[config.mk]
export PLATFORM = sky130hd
export DESIGN_NAME = a25_wishbone_master
export DESIGN_NICKNAME = d
export VERILOG_FILES = /design/src/rtl/a25_wb_pkg.sv /design/src/rtl/a25_wb_beat_mask.sv /design/src/rtl/a25_wishbone_master.sv
export SDC_FILE = /design/constraint.sdc
export NUM_CORES = 2
export LEC_CHECK = 0
export ABC_AREA = 1
export CELL_PAD_IN_SITES_DETAIL_PLACEMENT = 2
export CELL_PAD_IN_SITES_GLOBAL_PLACEMENT = 2
export CORE_AREA = 2 2 404 406
export DETAILED_ROUTE_END_ITERATION = 7
export DIE_AREA = 0 0 406 408
export HOLD_SLACK_MARGIN = 0.08
export PLACE_DENSITY = 0.73
export SYNTH_ARGS = -nofsm -noshare
export SYNTH_HDL_FRONTEND = slang
export SYNTH_SLANG_ARGS = --single-unit
[constraint.sdc]
create_clock -name i_clk -period 26.5 [get_ports i_clk]
set_input_delay 5.3 -clock i_clk [delete_from_list [all_inputs] [get_ports i_clk]]
set_output_delay 5.3 -clock i_clk [all_outputs]
set_load 0.01 [all_outputs]
[src/rtl/a25_wb_pkg.sv]
// a25_wb_pkg: shared definitions for the A25 Wishbone master.
//   wb_state_t        - master FSM states (IDLE, BEAT, DONE)
//   P_ICACHE/P_DCACHE/P_UNCACHED - requesting buffer indices
//   WB_WORDS          - 32-bit words per 128-bit request line
package a25_wb_pkg;

    typedef enum logic [1:0] {
        IDLE = 2'd0,
        BEAT = 2'd1,
        DONE = 2'd2
    } wb_state_t;

    localparam logic [1:0] P_ICACHE   = 2'd0;
    localparam logic [1:0] P_DCACHE   = 2'd1;
    localparam logic [1:0] P_UNCACHED = 2'd2;

    localparam int unsigned WB_WORDS = 4;

endpackage

[src/rtl/a25_wb_beat_mask.sv]
// a25_wb_beat_mask: decides which words of a 128-bit request become bus beats
// and walks them in ascending order.
//   write, be, addr_word, port - request being accepted
//   mask, first_word           - beat mask and first word for that request
//   cur_mask, cur_word         - latched mask and word of the beat in flight
//   next_word, has_next        - next included word above cur_word, if any
module a25_wb_beat_mask
    import a25_wb_pkg::*;
(
    input  logic        write,
    input  logic [15:0] be,
    input  logic [1:0]  addr_word,
    input  logic [1:0]  port,
    input  logic [3:0]  cur_mask,
    input  logic [1:0]  cur_word,
    output logic [3:0]  mask,
    output logic [1:0]  first_word,
    output logic [1:0]  next_word,
    output logic        has_next
);

    always_comb begin
        mask = '0;
        if (write) begin
            for (int unsigned k = 0; k < WB_WORDS; k++) begin
                mask[k] = |be[4*k +: 4];
            end
        end else if (port == P_UNCACHED) begin
            mask[addr_word] = 1'b1;
        end else begin
            mask = '1;
        end
    end

    // Descending scans so the lowest qualifying word is the one left standing.
    always_comb begin
        first_word = '0;
        for (int unsigned k = WB_WORDS; k > 0; k--) begin
            if (mask[k-1]) first_word = 2'(k - 1);
        end
    end

    always_comb begin
        next_word = '0;
        has_next  = 1'b0;
        for (int unsigned k = WB_WORDS; k > 0; k--) begin
            if (cur_mask[k-1] && ((k - 1) > 32'(cur_word))) begin
                next_word = 2'(k - 1);
                has_next  = 1'b1;
            end
        end
    end

endmodule

[src/rtl/a25_wishbone_master.sv]
// a25_wishbone_master: arbitrates the three A25 Wishbone buffers (p0 icache,
// p1 cached dcache, p2 uncached dcache; fixed priority p2 > p1 > p0) and turns
// each 128-bit request into Wishbone classic single-word cycles on a 32-bit bus.
// Read beats are assembled into a line returned with a one-cycle rdata_valid.
//   i_clk, i_rst                  - clock, async active-high reset
//   i_pN_* / o_pN_*               - per-port request, accept and read return
//   o_wb_* / i_wb_*               - Wishbone master bus
//   o_bus_error                   - sticky, set by err (or timeout), reset only
// Optional: define A25_WB_TIMEOUT_EN to abort a beat after TIMEOUT_CYCLES
// cycles without ack/err (treated as err).
module a25_wishbone_master
    import a25_wb_pkg::*;
#(
    parameter int unsigned TIMEOUT_CYCLES = 256
) (
    input  logic         i_clk,
    input  logic         i_rst,
    input  logic         i_p0_valid,
    output logic         o_p0_accepted,
    input  logic         i_p0_write,
    input  logic [127:0] i_p0_wdata,
    input  logic [15:0]  i_p0_be,
    input  logic [31:0]  i_p0_addr,
    output logic [127:0] o_p0_rdata,
    output logic         o_p0_rdata_valid,
    input  logic         i_p1_valid,
    output logic         o_p1_accepted,
    input  logic         i_p1_write,
    input  logic [127:0] i_p1_wdata,
    input  logic [15:0]  i_p1_be,
    input  logic [31:0]  i_p1_addr,
    output logic [127:0] o_p1_rdata,
    output logic         o_p1_rdata_valid,
    input  logic         i_p2_valid,
    output logic         o_p2_accepted,
    input  logic         i_p2_write,
    input  logic [127:0] i_p2_wdata,
    input  logic [15:0]  i_p2_be,
    input  logic [31:0]  i_p2_addr,
    output logic [127:0] o_p2_rdata,
    output logic         o_p2_rdata_valid,
    output logic [31:0]  o_wb_adr,
    output logic [3:0]   o_wb_sel,
    output logic         o_wb_we,
    output logic [31:0]  o_wb_dat,
    input  logic [31:0]  i_wb_dat,
    output logic         o_wb_cyc,
    output logic         o_wb_stb,
    input  logic         i_wb_ack,
    input  logic         i_wb_err,
    output logic         o_bus_error
);

    wb_state_t    state;
    logic [1:0]   port_q;
    logic         write_q;
    logic [127:0] wdata_q;
    logic [15:0]  be_q;
    logic [31:4]  addr_q;
    logic [3:0]   mask_q;
    logic [1:0]   word_q;
    logic [127:0] line_q;
    logic [127:0] rdata0_q, rdata1_q, rdata2_q;
    logic         bus_error_q;

    logic         win_valid;
    logic [1:0]   win_port;
    logic         win_write;
    logic [127:0] win_wdata;
    logic [15:0]  win_be;
    logic [31:0]  win_addr;
    logic         take;

    logic [3:0]   mask;
    logic [1:0]   first_word, next_word;
    logic         has_next;
    logic         beat_timeout, beat_end, beat_bad, rd_done;

    always_comb begin
        win_valid = i_p0_valid | i_p1_valid | i_p2_valid;
        win_port  = P_ICACHE;
        win_write = i_p0_write;
        win_wdata = i_p0_wdata;
        win_be    = i_p0_be;
        win_addr  = i_p0_addr;
        if (i_p2_valid) begin
            win_port  = P_UNCACHED;
            win_write = i_p2_write;
            win_wdata = i_p2_wdata;
            win_be    = i_p2_be;
            win_addr  = i_p2_addr;
        end else if (i_p1_valid) begin
            win_port  = P_DCACHE;
            win_write = i_p1_write;
            win_wdata = i_p1_wdata;
            win_be    = i_p1_be;
            win_addr  = i_p1_addr;
        end
    end

    // Byte offset within a word is meaningless on a word-addressed bus.
    logic unused_addr_lsbs;
    assign unused_addr_lsbs = ^win_addr[1:0];

    assign take = (state == IDLE) && win_valid && !i_rst;
    assign o_p0_accepted = take && (win_port == P_ICACHE);
    assign o_p1_accepted = take && (win_port == P_DCACHE);
    assign o_p2_accepted = take && (win_port == P_UNCACHED);

    a25_wb_beat_mask u_beat_mask (
        .write      (win_write),
        .be         (win_be),
        .addr_word  (win_addr[3:2]),
        .port       (win_port),
        .cur_mask   (mask_q),
        .cur_word   (word_q),
        .mask       (mask),
        .first_word (first_word),
        .next_word  (next_word),
        .has_next   (has_next)
    );

    assign beat_end = (state == BEAT) && (i_wb_ack || i_wb_err || beat_timeout);
    assign beat_bad = i_wb_err || beat_timeout;

`ifdef A25_WB_TIMEOUT_EN
    localparam int unsigned TO_W = ($clog2(TIMEOUT_CYCLES) > 8) ? $clog2(TIMEOUT_CYCLES) : 8;
    logic [TO_W-1:0] to_cnt;

    // Held at zero outside BEAT and on every beat boundary, so each beat starts from 0.
    always_ff @(posedge i_clk or posedge i_rst) begin
        if (i_rst) begin
            to_cnt <= '0;
        end else if ((state != BEAT) || beat_end) begin
            to_cnt <= '0;
        end else begin
            to_cnt <= to_cnt + 1'b1;
        end
    end

    assign beat_timeout = (state == BEAT) && (to_cnt == TO_W'(TIMEOUT_CYCLES - 1));
`else
    logic unused_timeout_cfg;
    assign unused_timeout_cfg = ^TIMEOUT_CYCLES;
    assign beat_timeout = 1'b0;
`endif

    always_ff @(posedge i_clk or posedge i_rst) begin
        if (i_rst) begin
            state       <= IDLE;
            port_q      <= '0;
            write_q     <= 1'b0;
            wdata_q     <= '0;
            be_q        <= '0;
            addr_q      <= '0;
            mask_q      <= '0;
            word_q      <= '0;
            line_q      <= '0;
            rdata0_q    <= '0;
            rdata1_q    <= '0;
            rdata2_q    <= '0;
            bus_error_q <= 1'b0;
        end else begin
            unique case (state)
                IDLE: begin
                    if (take) begin
                        port_q  <= win_port;
                        write_q <= win_write;
                        wdata_q <= win_wdata;
                        be_q    <= win_be;
                        addr_q  <= win_addr[31:4];
                        mask_q  <= mask;
                        word_q  <= first_word;
                        line_q  <= '0;
                        state   <= (mask == '0) ? DONE : BEAT;
                    end
                end
                BEAT: begin
                    if (beat_end) begin
                        if (!write_q) line_q[{word_q, 5'd0} +: 32] <= beat_bad ? '0 : i_wb_dat;
                        if (beat_bad) bus_error_q <= 1'b1;
                        if (has_next) word_q <= next_word;
                        else          state  <= DONE;
                    end
                end
                DONE: begin
                    if (!write_q) begin
                        if (port_q == P_ICACHE) rdata0_q <= line_q;
                        if (port_q == P_DCACHE) rdata1_q <= line_q;
                        if (port_q == P_UNCACHED) rdata2_q <= line_q;
                    end
                    state <= IDLE;
                end
                default: state <= IDLE;
            endcase
        end
    end

    assign o_wb_cyc = (state == BEAT);
    assign o_wb_stb = (state == BEAT);
    assign o_wb_adr = {addr_q, word_q, 2'b00};
    assign o_wb_sel = be_q[{word_q, 2'b00} +: 4];
    assign o_wb_dat = wdata_q[{word_q, 5'd0} +: 32];
    assign o_wb_we  = write_q;
    assign o_bus_error = bus_error_q;

    // The line is shown directly during the pulse; the per-port copy is
    // updated in the same cycle so it holds the value afterwards.
    assign rd_done = (state == DONE) && !write_q;
    assign o_p0_rdata_valid = rd_done && (port_q == P_ICACHE);
    assign o_p1_rdata_valid = rd_done && (port_q == P_DCACHE);
    assign o_p2_rdata_valid = rd_done && (port_q == P_UNCACHED);
    assign o_p0_rdata = o_p0_rdata_valid ? line_q : rdata0_q;
    assign o_p1_rdata = o_p1_rdata_valid ? line_q : rdata1_q;
    assign o_p2_rdata = o_p2_rdata_valid ? line_q : rdata2_q;

endmodule

Yosys cells after proc, flatten, opt, wreduce, memory -nomap -nowiden
Index checks and enable logic that the tools add are counted.

Add/sub/neg operators: 1. Multipliers: 0. Div/mod/pow operators: 0. $lt $le $gt $ge: 5. Equality and inequality tests: 11. Shift operators: 4. Multiplexer cells: 42. Bitwise logic cells: 3. Reductions and logical operators: 34.

Operator list (count): $mux 128 (8); $pmux 128 s2 (1); $bwmux 128 (1); $shift 32x9->128 const A (1); $shiftx 128x8->32 (1); $shiftx 32x9->128 (1); $mux 32 (3); $mux 16 (2); $mux 2 (15); $reduce_or 4->1 (4); $shiftx 16x5->4 (1); $reduce_and 3->1 (5); $logic_and 1x1->1 (14); $neg 7->9 (1); $mux 4 (2); $pmux 2 s2 (2); $reduce_and 4->1 (2); $mux 1 (7); $eq 2x1->1 const B (3); $eq 2x2->1 const B (3); $logic_not 2->1 (3); $ne 2x2->1 const B (3); $gt 2x2->1 const A (2); $logic_not 4->1 (1); other kinds (11) (14).

Bits in registers: 696. Bits in latches: 0. Bits in writable memories: 0. ROM bits: 0. Bits of input ports: 570. Output and inout bits: 462. Word-level logic and storage cells: 113. Memories: 0.

Longest topological paths before layout
Word-level depth: 14. Mapped depth: 14. Gate-level depth less buffers: 13.

Modules after synthesis
Synthesis repeated with hierarchy kept, for this count alone.

Cells, all modules: 4125. Area total of the unflattened synthesis: 33014.2 sq um.

By module, submodules not included: a25_wishbone_master (instances 1, cells an instance 4068, area each 32773.9 sq um, seq. area each 17416.7 sq um); a25_wb_beat_mask (instances 1, cells an instance 57, area each 240.2 sq um, seq. area each 0.0 sq um).

Least setup slack after synthesis
No wires, ideal clock.

Path type: input to output. From: input i_rst. To: output o_p2_accepted. Arrival time: 21.748 ns. Required time: 21.200 ns. Path slack: -0.548 ns. Cell stages on the path: 6. Buffers on the path: 1. Path through: inv_1 -> nand2_1 -> nor2_2 -> nand2_1 -> inv_1 -> clkbuf_1.

Cells in the longest elaborated chain, start to end: 3.

RTL lines: from (decl) (line a25_wishbone_master.sv:17) `input logic i_rst,`; $logic_not 1->1 (no source line); $logic_and 1x1->1 (line a25_wishbone_master.sv:105) `assign take = (state == IDLE) && win_valid && !i_rst;`; $logic_and 1x1->1 (line a25_wishbone_master.sv:108) `assign o_p2_accepted = take && (win_port == P_UNCACHED);`; to (decl) (line a25_wishbone_master.sv:35) `output logic o_p2_accepted,`.

Every way passes these cells.

Worst setup path after layout
From: input i_p1_valid. To: output o_p2_accepted.

Cells in the longest elaborated chain, start to end: 5. Elaborated cells between the ends (all ways): 8. Those cells by class: eq/ne (1); mux (2); bitwise (2); reduce/logical (3).

RTL lines: from (decl) (line a25_wishbone_master.sv:26) `input logic i_p1_valid,`; $or 1x1->1 (2 in series) (line a25_wishbone_master.sv:80) `win_valid = i_p0_valid | i_p1_valid | i_p2_valid;`; $logic_and 1x1->1 (2 in series) (line a25_wishbone_master.sv:105); $logic_and 1x1->1 * (line a25_wishbone_master.sv:108).

Every way passes the cells marked *; elsewhere a longest branch is shown, timed or not.

==> flow_summary.ini <==
[cts]
clk_pin_slew_ps = 50
cts_resized = 0
cts_max_path_buffers = 3
postCtsSetupBuffers = 0
cts-htree-levels = 3
cts_tree = built
clock-sinks = 695
clock_latency_ps = 700
cts_root_buf = clkbuf_16
cts_inserted_buffers = 87
hold_buffers = 0

[power_and_ir_drop]
ir_drop_mv = 0.0559
p_int_mw = 2.44
powerDensity_nw_per_um2 = 84.5
p_switching_mw = 1.55
leakage_nw = 18.6
p_sw_share_pct = 38.9
p_clk_share_pct = 31.4
power.share.sequential_pct = 34.4
comb_power_share_pct = 34.2

[setup_path]
cp_num_buf_inv = 5
arrival_ps = 8740
cpLargestDelayFamily = buffers and inverters
crit_slowest_cell = clkdlybuf4s50_1
worstPathCellList = clkdlybuf4s50_1, nor2_8, inv_1, nor2_1, nor2_4, nand2_1, inv_2, buf_4, clkdlybuf4s50_1
critPathKind = input pin to output pin
worstPathRequired_ps = 21200
cp-start-kind = input pin
endpoint_kind = output pin
cpPeakStageDelay_ps = 1090
worstReg2RegStart = state[1]
path_max_fanout = 49
crit_start = i_p1_valid
cpMostUsedCell = clkdlybuf4s50_1

[timing]
rsz0062_at_grt = no
hold_viol = 0
clock.fmax_mhz = 71.2
setup_tns_ps = 0
hold_ws_ps = 469
maxSlewHeadroom_pct = 22.6
finClkSkew_ps = 39.4
maxSlewViolCount = 0
fin_crit_sh_pct = 53.0
period_minus_slack_ps = 14040
worst_pin_slew_ps = 1150
finalSetupViolations = 0

[status]
status = complete, no violations

[die]
dieArea_sq_um = 166000
io-pin-count = 1032
std_cell_rows = 148
core_area_sq_um = 162000
dieHeight_um = 408
start_util_pct = 19.9
dieWidth_um = 406

[min_path]
hold_path.class = register to register
hp-start = be_q[11]

[grt]
grt_pass1_vias = 34800
track_usage_pct = 20.9
antenna_found_initial = 52
grt_pass1_wl_um = 253000
grt_max_degree = 219
grt_overflow = 0

[place]
gp_congestion = 0.892
numPortBuffers = 1019
dpl.hpwl_um = 134000
post-place-cells = 6870

[cells_and_area]
area_growth_pct = 46.4
fin_nets = 5359
fill_cells = 18400
finalNonFillerCells = 7048
utilization_pct = 29.2
drive_gt1_share_pct = 4.65

[drt]
drtIter0Drc = 1941
wire_per_inst_um = 25.2
antenna_left = 0
wl_um = 178000
firstDrtPassIters = 5
num_vias = 32500
drc_errors = 0
via_per_inst = 4.62

[logic_synthesis]
synth.avg_cell_area_sq_um = 8.20
synth_ff_type = dfrtp_1
yosysTopAreaCell = dfrtp_1
synth.distinct_cells = 34
synth_seq_area_share_pct = 53.9
yosysWarningCount = 0
synth_top_area_share_pct = 53.9
ys_ff_latch = 695
async_reset_ff_share_pct = 100
synthesis.instances = 3934
synth_area_sq_um = 32200
synthTopCellsByArea = dfrtp_1, nand2_1, o21ai_0
synth_edf_count = 0

[flow_run]
maxCapViolations = 0
==> cells in the final DEF (no fill, tap or decap), types with 2 or more instances in the layout <==
master	count
clkinv_2	22
nor2_4	5
nand2_1	1206
a21oi_1	13
o22ai_1	35
inv_2	9
ha_1	5
bufinv_16	5
o21ai_0	791
o21ai_1	185
inv_1	145
clkbuf_8	24
nand3_1	101
nor3_2	3
o21bai_1	2
inv_16	3
nor2_1	227
clkinv_16	2
clkinv_4	2
buf_4	37
a41oi_1	108
diode_2	18
conb_1	2
nor3_1	4
clkbuf_16	87
buf_12	3
clkdlybuf4s50_1	1018
dfrtp_1	693
inv_6	4
or2_2	2
clkbuf_1	13
clkinvlp_4	2
nand4_1	78
o211ai_4	4
inv_8	3
==> cells in the mapped netlist (2+ instances only) <==
library cell / count
o21ai_1: 185
nor3_1: 4
inv_1: 150
or2_2: 2
clkbuf_1: 147
buf_6: 11
nor2_1: 228
o211ai_2: 3
nand4_1: 78
nand3_1: 101
buf_1: 5
inv_2: 11
o22ai_1: 35
buf_4: 22
ha_1: 5
a41oi_1: 108
buf_2: 114
nor2_2: 4
dfrtp_1: 695
a21oi_1: 13
o21ai_0: 791
o21bai_1: 2
nor3_2: 4
nand2_1: 1206
==> cells by family after synthesis <==
group / share of synthesized area, %
simple gates: 20.3
compound gates: 19.2
flops: 53.9
buf+inv: 6.32
fa+ha+maj: 0.194
mux: 0.0310
other cells: 0.0116
==> worst reg2reg max path: stages (launching register included) <==
cell	delay (ps)
dfrtp_1	450
inv_2	110
nor3_1	50
inv_1	140
nor3_2	100
inv_8	590
buf_4	830
buf_4	970
nand2_1	300
o21ai_0	150
==> worst paths after layout <==
kind / end / slack (ps) / depth (start not counted)
min in group asynchronous: be_q[2] / 4950 / 2
max in group asynchronous: rdata1_q[108] / 18110 / 6
hold / removal: be_q[11] / 470 / 2
setup reg to reg: rdata2_q[84] / 22750 / 9
hold reg to reg: be_q[11] / 470 / 2
setup / recovery: o_p2_accepted / 12460 / 9
==> layout make-up <==
type                            instances  area, sq um  share of cell area (%)
Sequential cell                       695        17400                    36.9
Multi-Input combinational cell       2779        12900                    27.3
Timing Repair Buffer                 1059        10500                    22.3
Tap cell                             2175         2720                    5.77
Clock buffer                          124         2560                    5.42
Inverter                              162          644                    1.37
Clock inverter                         36          422                   0.893
Antenna cell                           18         45.0                  0.0954
==> layer usage <==
metal,share of wire (%),track usage [%],vias to the layer above
met5,0.16,0,-
met4,4.4,8.74,42
met3,6.3,5.22,266
met2,50,37.2,932
met1,39,23.6,16400
li1,-,-,14900
==> flip-flops by register name (all words and copies together), names as in the netlist <==
signal       cells
port_q           2
wdata_q        128
o_bus_error      1
word_q           2
rdata2_q       128
rdata1_q       128
be_q            16
o_wb_we          1
mask_q           3
state            2
addr_q          28
rdata0_q       128
line_q         128
==> stage by stage <==
stage / instance area (sq um) / total power, mW / setup WS, ps
final: 47200 / 3.99 / 12460
after global routing: 47200 / 4.20 / 12150
after CTS: 47200 / 4.07 / 12260
after detailed placement: 44200 / 2.79 / 12290
after global placement: 44200 / 2.75 / 12320
after floorplan: 32300 / 2.03 / 4740
==> power by group through the flow <==
stage	clock, mW	combinational [mW]	sequential (mW)
2_1_floorplan	0	0.694	1.34
3_3_place_gp	0	1.37	1.38
3_5_place_dp	0	1.39	1.39
4_1_cts	1.30	1.40	1.37
5_1_grt	1.33	1.48	1.39
6_report	1.25	1.36	1.37
Power figures use the tool's default switching activity.
